[config.mk]
export PLATFORM = sky130hd
export DESIGN_NAME = survivor_path_store
export DESIGN_NICKNAME = d
export VERILOG_FILES = /design/src/rtl/survivor_path_store_pkg.sv /design/src/rtl/survivor_path_store_bp_regfile.sv /design/src/rtl/survivor_path_store.sv
export SDC_FILE = /design/constraint.sdc
export NUM_CORES = 1
export LEC_CHECK = 0
export BUFFER_PORTS_ARGS = -buffer_cell sky130_fd_sc_hd__buf_2
export CAP_MARGIN = 5
export CORE_UTILIZATION = 30
export DETAILED_ROUTE_END_ITERATION = 16
export PLACE_DENSITY = 0.42
export SETUP_SLACK_MARGIN = 0.2
export SLEW_MARGIN = 20
export SYNTH_ARGS = -nofsm -noshare
export SYNTH_HDL_FRONTEND = slang
export SYNTH_SLANG_ARGS = --single-unit
[constraint.sdc]
create_clock -name clk -period 5.7 [get_ports clk]
set_input_delay 1.14 -clock clk [delete_from_list [all_inputs] [get_ports clk]]
set_output_delay 1.14 -clock clk [all_outputs]
set_load 0.02 [all_outputs]
[src/rtl/survivor_path_store_pkg.sv]
// survivor_path_store_pkg: shared sizes and FSM state type for the survivor path store
package survivor_path_store_pkg;
  localparam int word_num = 16;
  localparam int word_num_bit = 4;
  localparam int POS_num = 11;
  localparam int POS_num_bit = 4;
  localparam logic [word_num_bit-1:0] last_word = word_num_bit'(word_num - 1);
  typedef enum logic [1:0] {IDLE, FILL, DONE} state_t;
endpackage

[src/rtl/survivor_path_store_bp_regfile.sv]
// survivor_path_store_bp_regfile: backpointer storage, one sync write port, one async field-select read port
module survivor_path_store_bp_regfile
  import survivor_path_store_pkg::*;
(
  input  logic                           clk,
  input  logic                           reset,
  input  logic                           we,
  input  logic [word_num_bit-1:0]        wa,
  input  logic [POS_num*POS_num_bit-1:0] wd,
  input  logic [word_num_bit-1:0]        ra,
  input  logic [POS_num_bit-1:0]         rs,
  output logic [POS_num_bit-1:0]         rd
);
  logic [POS_num*POS_num_bit-1:0] mem [word_num];
  logic [POS_num_bit-1:0] fld [POS_num];
  // whole-vector write; storage cleared only by reset
  always_ff @(posedge clk or negedge reset)
    if (!reset)
      for (int i = 0; i < word_num; i++) mem[i] <= '0;
    else if (we)
      mem[wa] <= wd;
  // split the addressed word into fields, out-of-range state reads as zero
  always_comb begin
    for (int i = 0; i < POS_num; i++) fld[i] = mem[ra][i*POS_num_bit +: POS_num_bit];
    rd = (rs < POS_num_bit'(POS_num)) ? fld[rs] : '0;
  end
endmodule

[src/rtl/survivor_path_store.sv]
// survivor_path_store: writes per-word backpointer vectors and hands the last index to traceback
module survivor_path_store
  import survivor_path_store_pkg::*;
(
  input  logic                           clk,
  input  logic                           reset,
  input  logic                           start,
  input  logic                           bp_valid,
  output logic                           bp_ready,
  input  logic [POS_num*POS_num_bit-1:0] bp_data,
  input  logic                           bp_last,
  output logic [word_num_bit-1:0]        wr_ptr,
  output logic                           done,
  output logic [word_num_bit-1:0]        key_out,
  output logic                           overflow,
  input  logic [word_num_bit-1:0]        rd_word,
  input  logic [POS_num_bit-1:0]         rd_state,
  output logic [POS_num_bit-1:0]         rd_bp
);
  state_t state, state_nxt;
  logic hs, full;
  logic [POS_num_bit-1:0] raw_bp;
  assign hs = bp_valid && bp_ready;
  assign full = wr_ptr == last_word;
  // state register
  always_ff @(posedge clk or negedge reset)
    if (!reset) state <= IDLE;
    else state <= state_nxt;
  // next state: start wins over any handshake, sentence ends on bp_last or a full store
  always_comb
    state_nxt = start ? FILL :
                (state == FILL && hs && (bp_last || full)) ? DONE : state;
  // outputs decoded from state
  always_comb bp_ready = state == FILL;
  // pointer, key and flags; the pointer saturates instead of wrapping
  always_ff @(posedge clk or negedge reset)
    if (!reset) begin
      wr_ptr <= '0;
      key_out <= '0;
      done <= 1'b0;
      overflow <= 1'b0;
    end else if (start) begin
      wr_ptr <= '0;
      done <= 1'b0;
      overflow <= 1'b0;
    end else if (hs) begin
      if (bp_last || full) begin
        key_out <= wr_ptr;
        done <= 1'b1;
        overflow <= !bp_last;
      end else
        wr_ptr <= wr_ptr + 1'b1;
    end
  survivor_path_store_bp_regfile u_regfile (
    .clk   (clk),
    .reset (reset),
    .we    (hs && !start),
    .wa    (wr_ptr),
    .wd    (bp_data),
    .ra    (rd_word),
    .rs    (rd_state),
    .rd    (raw_bp)
  );
  // words beyond the finished sentence are stale and read as zero
  always_comb rd_bp = (done && rd_word > key_out) ? '0 : raw_bp;
endmodule

# == Word level (Yosys, flattened, before mapping) ==
# Index checks and enable logic that the tools add are counted.
# op_classes
n_addsub,1
multipliers,0
div,0
magnitude_cmp,6
n_eq_ne,3
shifts,0
n_mux,22
bitwise,4
reduce_logical,15
# op_table
operator,count
$bwmux 704,1
$bmux 44 s4,1
$demux 44 s4,1
$mux 44,3
$mux 4,7
$bmux 4 s4,1
$ge 5x5->1 const B,3
$not 4->5,3
$logic_and 1x1->1,6
$mux 1,6
$reduce_bool 2->1,3
$lt 5x1->1 const B,1
$add 4x1->4 const B,1
$eq 4x4->1 const B,1
$gt 4x4->1,1
$lt 4x4->1 const B,1
$mux 2,2
$reduce_and 2->1,2
$reduce_and 3->1,1
$eq 2x1->1 const B,1
$logic_not 1->1,2
$ne 2x2->1 const B,1
$logic_or 1x1->1,1
$not 1->1,1
# word_totals
ff_bits,716
latchBits,0
mem_bits_rw,0
romBits,0
input_bits,57
output_inout_bits,15
wordCells,72
n_memories,0

# == Longest topological paths before layout ==
# Gate-level depths: netlist of the first run.
# logic_depth
depth_word,9
ltp_mapped,11
depth_no_buf,8

# == Modules after synthesis ==
# Synthesis of the first run repeated with hierarchy kept, for this count alone.
# unflattened
cells_unflattened,2081
hier_area_um2,32887.8
# by_module_without_submodules
module,instances,cells_each,area_per_inst_um2
survivor_path_store_bp_regfile,1,2014,32208.4
survivor_path_store,1,67,679.4

# == Worst setup path before layout of the first run ==
# No wires, ideal clock.
# synth_timing
path_kind,input port to output port
startpoint,in rd_word[0]
endpoint,out rd_bp[0]
t_arrival_ns,3.178
slack_ns,1.382
stages,9
path_cell_list,buf_6 buf_12 buf_12 clkinv_1 mux2i_1 mux2_2 a32o_1 o221a_1 o32ai_1
# synth_via
elab_chain_len,9
word_cells_on_any_way,11
# synth_lines
item,line_no,source
start: declaration,survivor_path_store.sv:16,"input logic [word_num_bit-1:0] rd_word,"
$not 4->5 (not written as such),survivor_path_store_bp_regfile.sv:24,for (int i = 0; i < POS_num; i++) fld[i] = mem[ra][i*POS_num_bit +: POS_num_bit];
$bmux 44 s4,survivor_path_store_bp_regfile.sv:24,
$mux 44 (not written as such) (2 in a row),survivor_path_store_bp_regfile.sv:24,
$bmux 4 s4,survivor_path_store_bp_regfile.sv:25,rd = (rs < POS_num_bit'(POS_num)) ? fld[rs] : '0;
$mux 4 (not written as such) (2 in a row),survivor_path_store_bp_regfile.sv:25,
$mux 4,survivor_path_store_bp_regfile.sv:25,
$mux 4 (*),survivor_path_store.sv:65,always_comb rd_bp = (done && rd_word > key_out) ? '0 : raw_bp;
end: declaration,survivor_path_store.sv:18,output logic [POS_num_bit-1:0] rd_bp
# Every way passes the cells marked *; elsewhere a longest branch is shown, timed or not. The select of a mux whose other input is x is not followed.

# == Worst setup path in the final report of the first run ==
# layout_timing
startpoint,in rd_word[1]
endpoint,out rd_bp[0]
# Same word-level chain as after synthesis.

==> results of run 1 <==
==> sequential cells by signal, indices dropped and copies added (netlist names) <==
register and flops:
done 1, key_out 4, overflow 1, state 2
u_regfile.mem 704, wr_ptr 4
==> per-layer routing <==
| metal | global-route usage, % | up-vias | share of wire, % |
|---|---|---|---|
| met5 | 0 | - | 0.027 |
| met4 | 4.46 | 4 | 2.3 |
| met3 | 3.12 | 143 | 3.7 |
| met2 | 30.6 | 335 | 49 |
| met1 | 24.3 | 10300 | 45 |
| li1 | - | 8000 | - |
==> metrics by stage <==
step	util, %	std cells
2_1_floorplan	-	2101
3_3_place_gp	32.1	3479
3_5_place_dp	32.1	3479
4_1_cts	34.6	3633
5_1_grt	34.6	3633
6_report	34.6	3634
==> synthesized netlist by cell type (4+ instances only) <==
cell type / number
a211oi_1: 4
a21oi_1: 14
a221o_1: 6
a221oi_1: 10
a221oi_2: 4
a22o_1: 6
a22oi_1: 4
a31oi_1: 5
and2_1: 7
buf_12: 7
buf_2: 44
buf_4: 19
buf_6: 15
clkbuf_1: 91
dfrtp_1: 716
ha_1: 8
inv_1: 12
mux2_2: 717
mux2i_1: 63
mux4_1: 16
mux4_2: 143
nand2_1: 46
nand3_1: 21
nor2_1: 25
nor2b_1: 8
nor4_1: 4
o21ai_0: 13
o21ai_1: 4
o22ai_1: 9
o31ai_1: 4
==> worst max-delay path, cell delays in order <==
cell,delay [ps]
clkbuf_8,300
buf_12,310
buf_4,290
mux4_2,320
mux4_2,510
a22o_1,200
a21oi_1,520
o32ai_1,220
buf_4,200
buf_2,150
==> repair_timing <==
action / 4_1_cts / 5_1_grt
endpoints found under the setup margin: 0 / 1
resized for setup: 0 / 1
buffers inserted: 0 / 0
==> cells by family (layout without fill, tap and decap cells) <==
logic type	after synthesis	in the layout	synth area share (%)
multiplexers	939	939	37.4
flip-flops	716	716	54.3
buffers and inverters	194	312	3.36
AND/OR/NAND/NOR	128	128	1.83
AO/OA/AOI/OAI	113	113	2.66
adder cells (fa/ha/maj)	8	8	0.304
XOR/XNOR	3	3	0.0797
other	0	1	0
==> worst paths after layout <==
kind | from | endpoint | slack, ps | cells after the start
setup / recovery | rd_word[1] | rd_bp[0] | 320 | 10
max in group asynchronous | reset | wr_ptr[0] | 3670 | 2
hold / removal | state[0] | state[0] | 480 | 1
setup reg to reg | wr_ptr[2] | u_regfile.mem[411] | 2680 | 4
min in group asynchronous | reset | u_regfile.mem[315] | 490 | 1
hold reg to reg | state[0] | state[0] | 480 | 1
==> area by class of cell <==
type | count | area, sq um | share of cell area (%)
tap | 1414 | 1770 | 4.69
clock buffer | 131 | 2540 | 6.74
timing repair buffer | 145 | 1140 | 3.03
inverter | 13 | 48.8 | 0.129
multi-input combinational | 1191 | 14100 | 37.4
sequential | 716 | 17900 | 47.5
clock inverter | 23 | 184 | 0.488
antenna | 1 | 2.50 | 0.00664
==> power by group <==
group	leakage [nW]	total, mW	internal, mW	switching (mW)
Combinational	7.08	1.02	0.468	0.551
Clock	1.36	5.34	3.15	2.19
Sequential	9.82	5.50	5.36	0.134
Total	18.3	11.9	8.98	2.87
==> impl_metrics.env, run 1 <==
export IMPL_whs_ps=482
export IMPL_power_density_mw_per_mm2=314
export IMPL_min_path_type="reg2reg"
export IMPL_dp_hpwl_um=59100
export IMPL_fillers=10400
export IMPL_drive_gt1_share_pct=52.5
export IMPL_cts_buffers=85
export IMPL_cts_sinks=716
export IMPL_ys_flop_type="dfrtp_1"
export IMPL_syn_nets=2166
export IMPL_wl_per_cell_um=27.5
export IMPL_die_area_sq_mm=0.111
export IMPL_maxSlewHeadroom_pct=33.0
export IMPL_routed_wl_um=100000
export IMPL_yosysTopAreaCellShare_pct=54.3
export IMPL_io_pins=72
export IMPL_port_buffers=71
export IMPL_power_leakage_nw=18.3
export IMPL_postRouteAntennaNets=0
export IMPL_path_clk_slew_ps=50
export IMPL_drtPass1Iterations=5
export IMPL_dpl_cell_area_sq_mm=0.0350
export IMPL_crit_path_end_kind="output pin"
export IMPL_grt_max_degree=164
export IMPL_ys_async_sr_fraction_pct=100
export IMPL_fp_dieH_um=334
export IMPL_htreeDepth=3
export IMPL_track_usage_pct=18.2
export IMPL_final_area_sq_mm=0.0377
export IMPL_tns_ps=0
export IMPL_cap_violations=0
export IMPL_fin_skew_ps=24.2
export IMPL_vias=18800
export IMPL_clock_latency_ps=650
export IMPL_tightest_slew_ps=1010
export IMPL_hold_buffers=0
export IMPL_overflow=0
export IMPL_finalSetupViolations=0
export IMPL_syn_avg_cell_area_sq_um=15.7
export IMPL_power_mw=11.9
export IMPL_syn_instance_count=2101
export IMPL_yosys_warnings=0
export IMPL_grt_setup_unrepaired="no"
export IMPL_area_delta_synth_final_pct=14.3
export IMPL_grt_antenna_before_repair=13
export IMPL_avgViaCountPerCell=5.17
export IMPL_initial_core_util_pct=30.3
export IMPL_critPathKind="in2out"
export IMPL_ys_seq_area_share_pct=54.3
export IMPL_hold_violations=0
export IMPL_layout_nets=2217
export IMPL_required_ps=4560
export IMPL_grt_pass1_wl_um=148000
export IMPL_gp_congestion=0.741
export IMPL_core_sq_mm=0.109
export IMPL_final_cell_mix="717 x mux2_2, 716 x dfrtp_1, 143 x mux4_2"
export IMPL_dr_first_iter_drc_count=960
export IMPL_crit_fanout=34
export IMPL_ctsRootBufferMaster="clkbuf_16"
export IMPL_die_w_um=334
export IMPL_place_ws_ps=221
export IMPL_max_freq_mhz=186
export IMPL_synth_edff_count=0
export IMPL_synth_top_cell_by_area="dfrtp_1"
export IMPL_period_share_pct=94.4
export IMPL_synth_area_leaders="dfrtp_1 54%, mux2_2 24%, mux4_2 9.8%"
export IMPL_layout_commonest_cell="mux2_2"
export IMPL_vdd_drop_max_v=0.000218
export IMPL_synth_cell_types=62
export IMPL_cts_tree="done"
export IMPL_drc=0
export IMPL_grt_pass1_vias=20700
export IMPL_min_period_ps=5380
export IMPL_ys_seq_elements=716
export IMPL_synthesis_area_sq_mm=0.0330
export IMPL_status="complete, no violations"
export IMPL_rows=121
export IMPL_drv_slew=0
export IMPL_start_kind="input port"
export IMPL_cp_arrival_ps=4240
export IMPL_clockBufferDepth=3
export IMPL_finalWorstSetupSlack_ps=322
Note: power is estimated with default switching activity, not from simulation.
==> run 2: changes to the inputs <==
- GPL_TIMING_DRIVEN: not set -> 1
- PLACE_DENSITY: 0.42 -> 0.44
- SYNTH_HIERARCHICAL: not set -> 1
- clock period: 5.7 -> 4.5 ns (I/O delays scaled with it)
==> impl_metrics.env, run 2 <==
export IMPL_fillers=10300
export IMPL_slowest_delay_ps=360
export IMPL_synth_top_cell_by_area="dfrtp_1"
export IMPL_maxSlewHeadroom_pct=36.2
export IMPL_area_delta_synth_final_pct=18.6
export IMPL_syn_avg_cell_area_sq_um=15.8
export IMPL_io_pins=72
export IMPL_ys_seq_area_share_pct=54.5
export IMPL_routed_wl_um=96500
export IMPL_crit_fanout=11
export IMPL_ys_seq_elements=716
export IMPL_vias=18800
export IMPL_clockBufferDepth=3
export IMPL_wl_per_cell_um=26.2
export IMPL_status="complete, no violations"
export IMPL_drc=0
export IMPL_netlist_top_cells_count="716 x dfrtp_1, 708 x mux2_2, 161 x mux4_2"
export IMPL_power_leakage_nw=18.4
export IMPL_critPathKind="in2out"
export IMPL_vdd_drop_max_v=0.000261
export IMPL_ctsRootBufferMaster="clkbuf_16"
export IMPL_top_usage_layer="met2"
export IMPL_crit_path_end_kind="output pin"
export IMPL_overflow=0
export IMPL_path_clk_slew_ps=50
export IMPL_dp_cells=3513
export IMPL_start_kind="input port"
export IMPL_cts_buffers=85
export IMPL_core_sq_mm=0.109
export IMPL_initial_core_util_pct=30.3
export IMPL_min_path_type="in2async"
export IMPL_fin_cells=3679
export IMPL_syn_nets=2143
export IMPL_port_buffers=71
export IMPL_grt_max_degree=99
export IMPL_die_area_sq_mm=0.111
export IMPL_die_w_um=333
export IMPL_dr_first_iter_drc_count=981
export IMPL_gp_congestion=0.746
export IMPL_max_freq_mhz=229
export IMPL_ys_flop_type="dfrtp_1"
export IMPL_finalWorstSetupSlack_ps=136
export IMPL_multiInputGateArea_sq_mm=0.0143
export IMPL_tightest_slew_ps=957
export IMPL_ys_async_sr_fraction_pct=100
export IMPL_cts_sinks=716
export IMPL_synth_area_leaders="dfrtp_1 54%, mux2_2 24%, mux4_2 11%"
export IMPL_place_ws_ps=-195
export IMPL_layout_nets=2270
export IMPL_grt_pass1_vias=20700
export IMPL_fin_skew_ps=25.3
export IMPL_met1_usage_pct=23.3
export IMPL_grt_pass1_wl_um=145000
export IMPL_largest_reg_flops=704
export IMPL_fp_dieH_um=333
export IMPL_track_usage_pct=17.7
export IMPL_finalSetupViolations=0
export IMPL_path_cells="buf_16 > buf_12 > buf_4 > buf_16 > buf_12 > buf_4 > or3_1 > nand4_1 > nand4_1 > nor3b_4 > o32ai_2 > nor2b_4 > buf_6 > buf_6"
export IMPL_regArea_sq_mm=0.0179
export IMPL_cap_violations=0
export IMPL_globalRouteMet3Util_pct=2.76
export IMPL_drtPass1Iterations=4
export IMPL_syn_instance_count=2081
export IMPL_grt_setup_unrepaired="yes"
export IMPL_top_register="u_regfile/mem"
export IMPL_cp_arrival_ps=3460
export IMPL_synth_cell_types=55
export IMPL_yosysTopAreaCellShare_pct=54.5
export IMPL_cpMaxStageDelayCell="or3_1"
export IMPL_power_density_mw_per_mm2=390
export IMPL_postRouteAntennaNets=0
export IMPL_met2_usage_pct=30.0
export IMPL_dp_hpwl_um=57500
export IMPL_yosys_warnings=6
export IMPL_antenna_cells=0
export IMPL_cts_tree="done"
export IMPL_grt_antenna_before_repair=11
export IMPL_drive_gt1_share_pct=55.9
export IMPL_required_ps=3600
export IMPL_synthesis_area_sq_mm=0.0329
export IMPL_drv_slew=0
export IMPL_hold_violations=0
export IMPL_htreeDepth=3
export IMPL_hold_buffers=0
export IMPL_final_cell_mix="716 x dfrtp_1, 708 x mux2_2, 162 x mux4_2"
export IMPL_clock_latency_ps=630
export IMPL_whs_ps=279
export IMPL_reg_top3="u_regfile/mem (704), key_out (4), wr_ptr (4)"
export IMPL_avgViaCountPerCell=5.12
export IMPL_layout_commonest_cell="dfrtp_1"
export IMPL_synth_edff_count=0
export IMPL_synth_most_common_cell="dfrtp_1"
export IMPL_rows=121
export IMPL_period_share_pct=97.0
export IMPL_min_period_ps=4360
## run 2: cell types whose count changed after synthesis, sizes merged, moves of 7 or more
cell / delta
inv: -7
o22ai: -9
nand2: -16
a22oi: +16
nand3: -7
clkbuf: +37
a221oi: -7
nor2: +7
mux4: +11
buf: -38
mux2: -8
## run 2: timing repair
action,in CTS,in global routing
setup endpoints to repair,4,4
pin swaps,9,9
endpoints found under the hold margin,0,0
resized for setup,46,24
cloned,4,1
buffers inserted,11,6
## run 2: area by class of cell
cell class                 count  area share [%]
clock buffer                 124            6.32
clock inverter                20           0.731
inverter                       5          0.0481
multi-input combinational   1180            36.5
sequential                   716            45.9
tap                         1414            4.53
timing repair buffer         220            5.91
## run 2: cell families (layout without fill, tap and decap cells)
logic type	count (synthesis)	after routing	synth area share [%]
simple gates	130	130	2.04
flops	716	716	54.5
fa+ha+maj	5	5	0.190
compound gates	97	97	2.14
buf+inv	185	369	3.03
mux	945	945	38.0
xor+xnor	3	3	0.0799
## run 2: path summary, 6_finish.rpt
check                                   start            endpoint  slack [ps]  depth (start not counted)
max                                rd_word[0]            rd_bp[2]         140                         14
min                                     reset   u_regfile/mem[38]         280                          1
max reg2reg                          state[1]  u_regfile/mem[641]        1580                          6
min reg2reg                u_regfile/mem[573]  u_regfile/mem[573]         500                          1
max in group asynchronous               reset  u_regfile/mem[526]        3090                          3
min in group clk           u_regfile/mem[573]  u_regfile/mem[573]         500                          1
## run 2: worst max-delay path: cells and delay by family
| family | cells | cell delay (ps) |
|---|---|---|
| compound gates | 1 | 130 |
| simple gates | 5 | 1310 |
| buf+inv | 8 | 1110 |
## run 2: per-stage QoR
stage / power [mW] / area (sq um) / utilization [%] / setup TNS (ps)
floorplan: 7.84 / 32900 / - / 0
global placement: 8.38 / 35600 / 32.8 / -549
detailed placement: 8.42 / 35600 / 32.8 / -403
global route: 15.9 / 39000 / 35.9 / 0
finish: 15.2 / 39000 / 35.9 / 0
CTS: 15.5 / 38800 / 35.7 / 0
## run 2: where the power goes
| part | switching [mW] | internal, mW | leakage (nW) | total, mW |
|---|---|---|---|---|
| logic | 0.700 | 0.692 | 7.22 | 1.39 |
| clock network | 2.70 | 4.17 | 1.35 | 6.87 |
| registers | 0.174 | 6.79 | 9.82 | 6.97 |
## run 2: metal layers
layer	part of all wire (%)	vias up	wire [um]
met4	2.2	6	2090
met2	50	286	48200
met1	44	10400	42800
li1	-	8043	-
met5	0.049	-	47
met3	3.4	131	3280
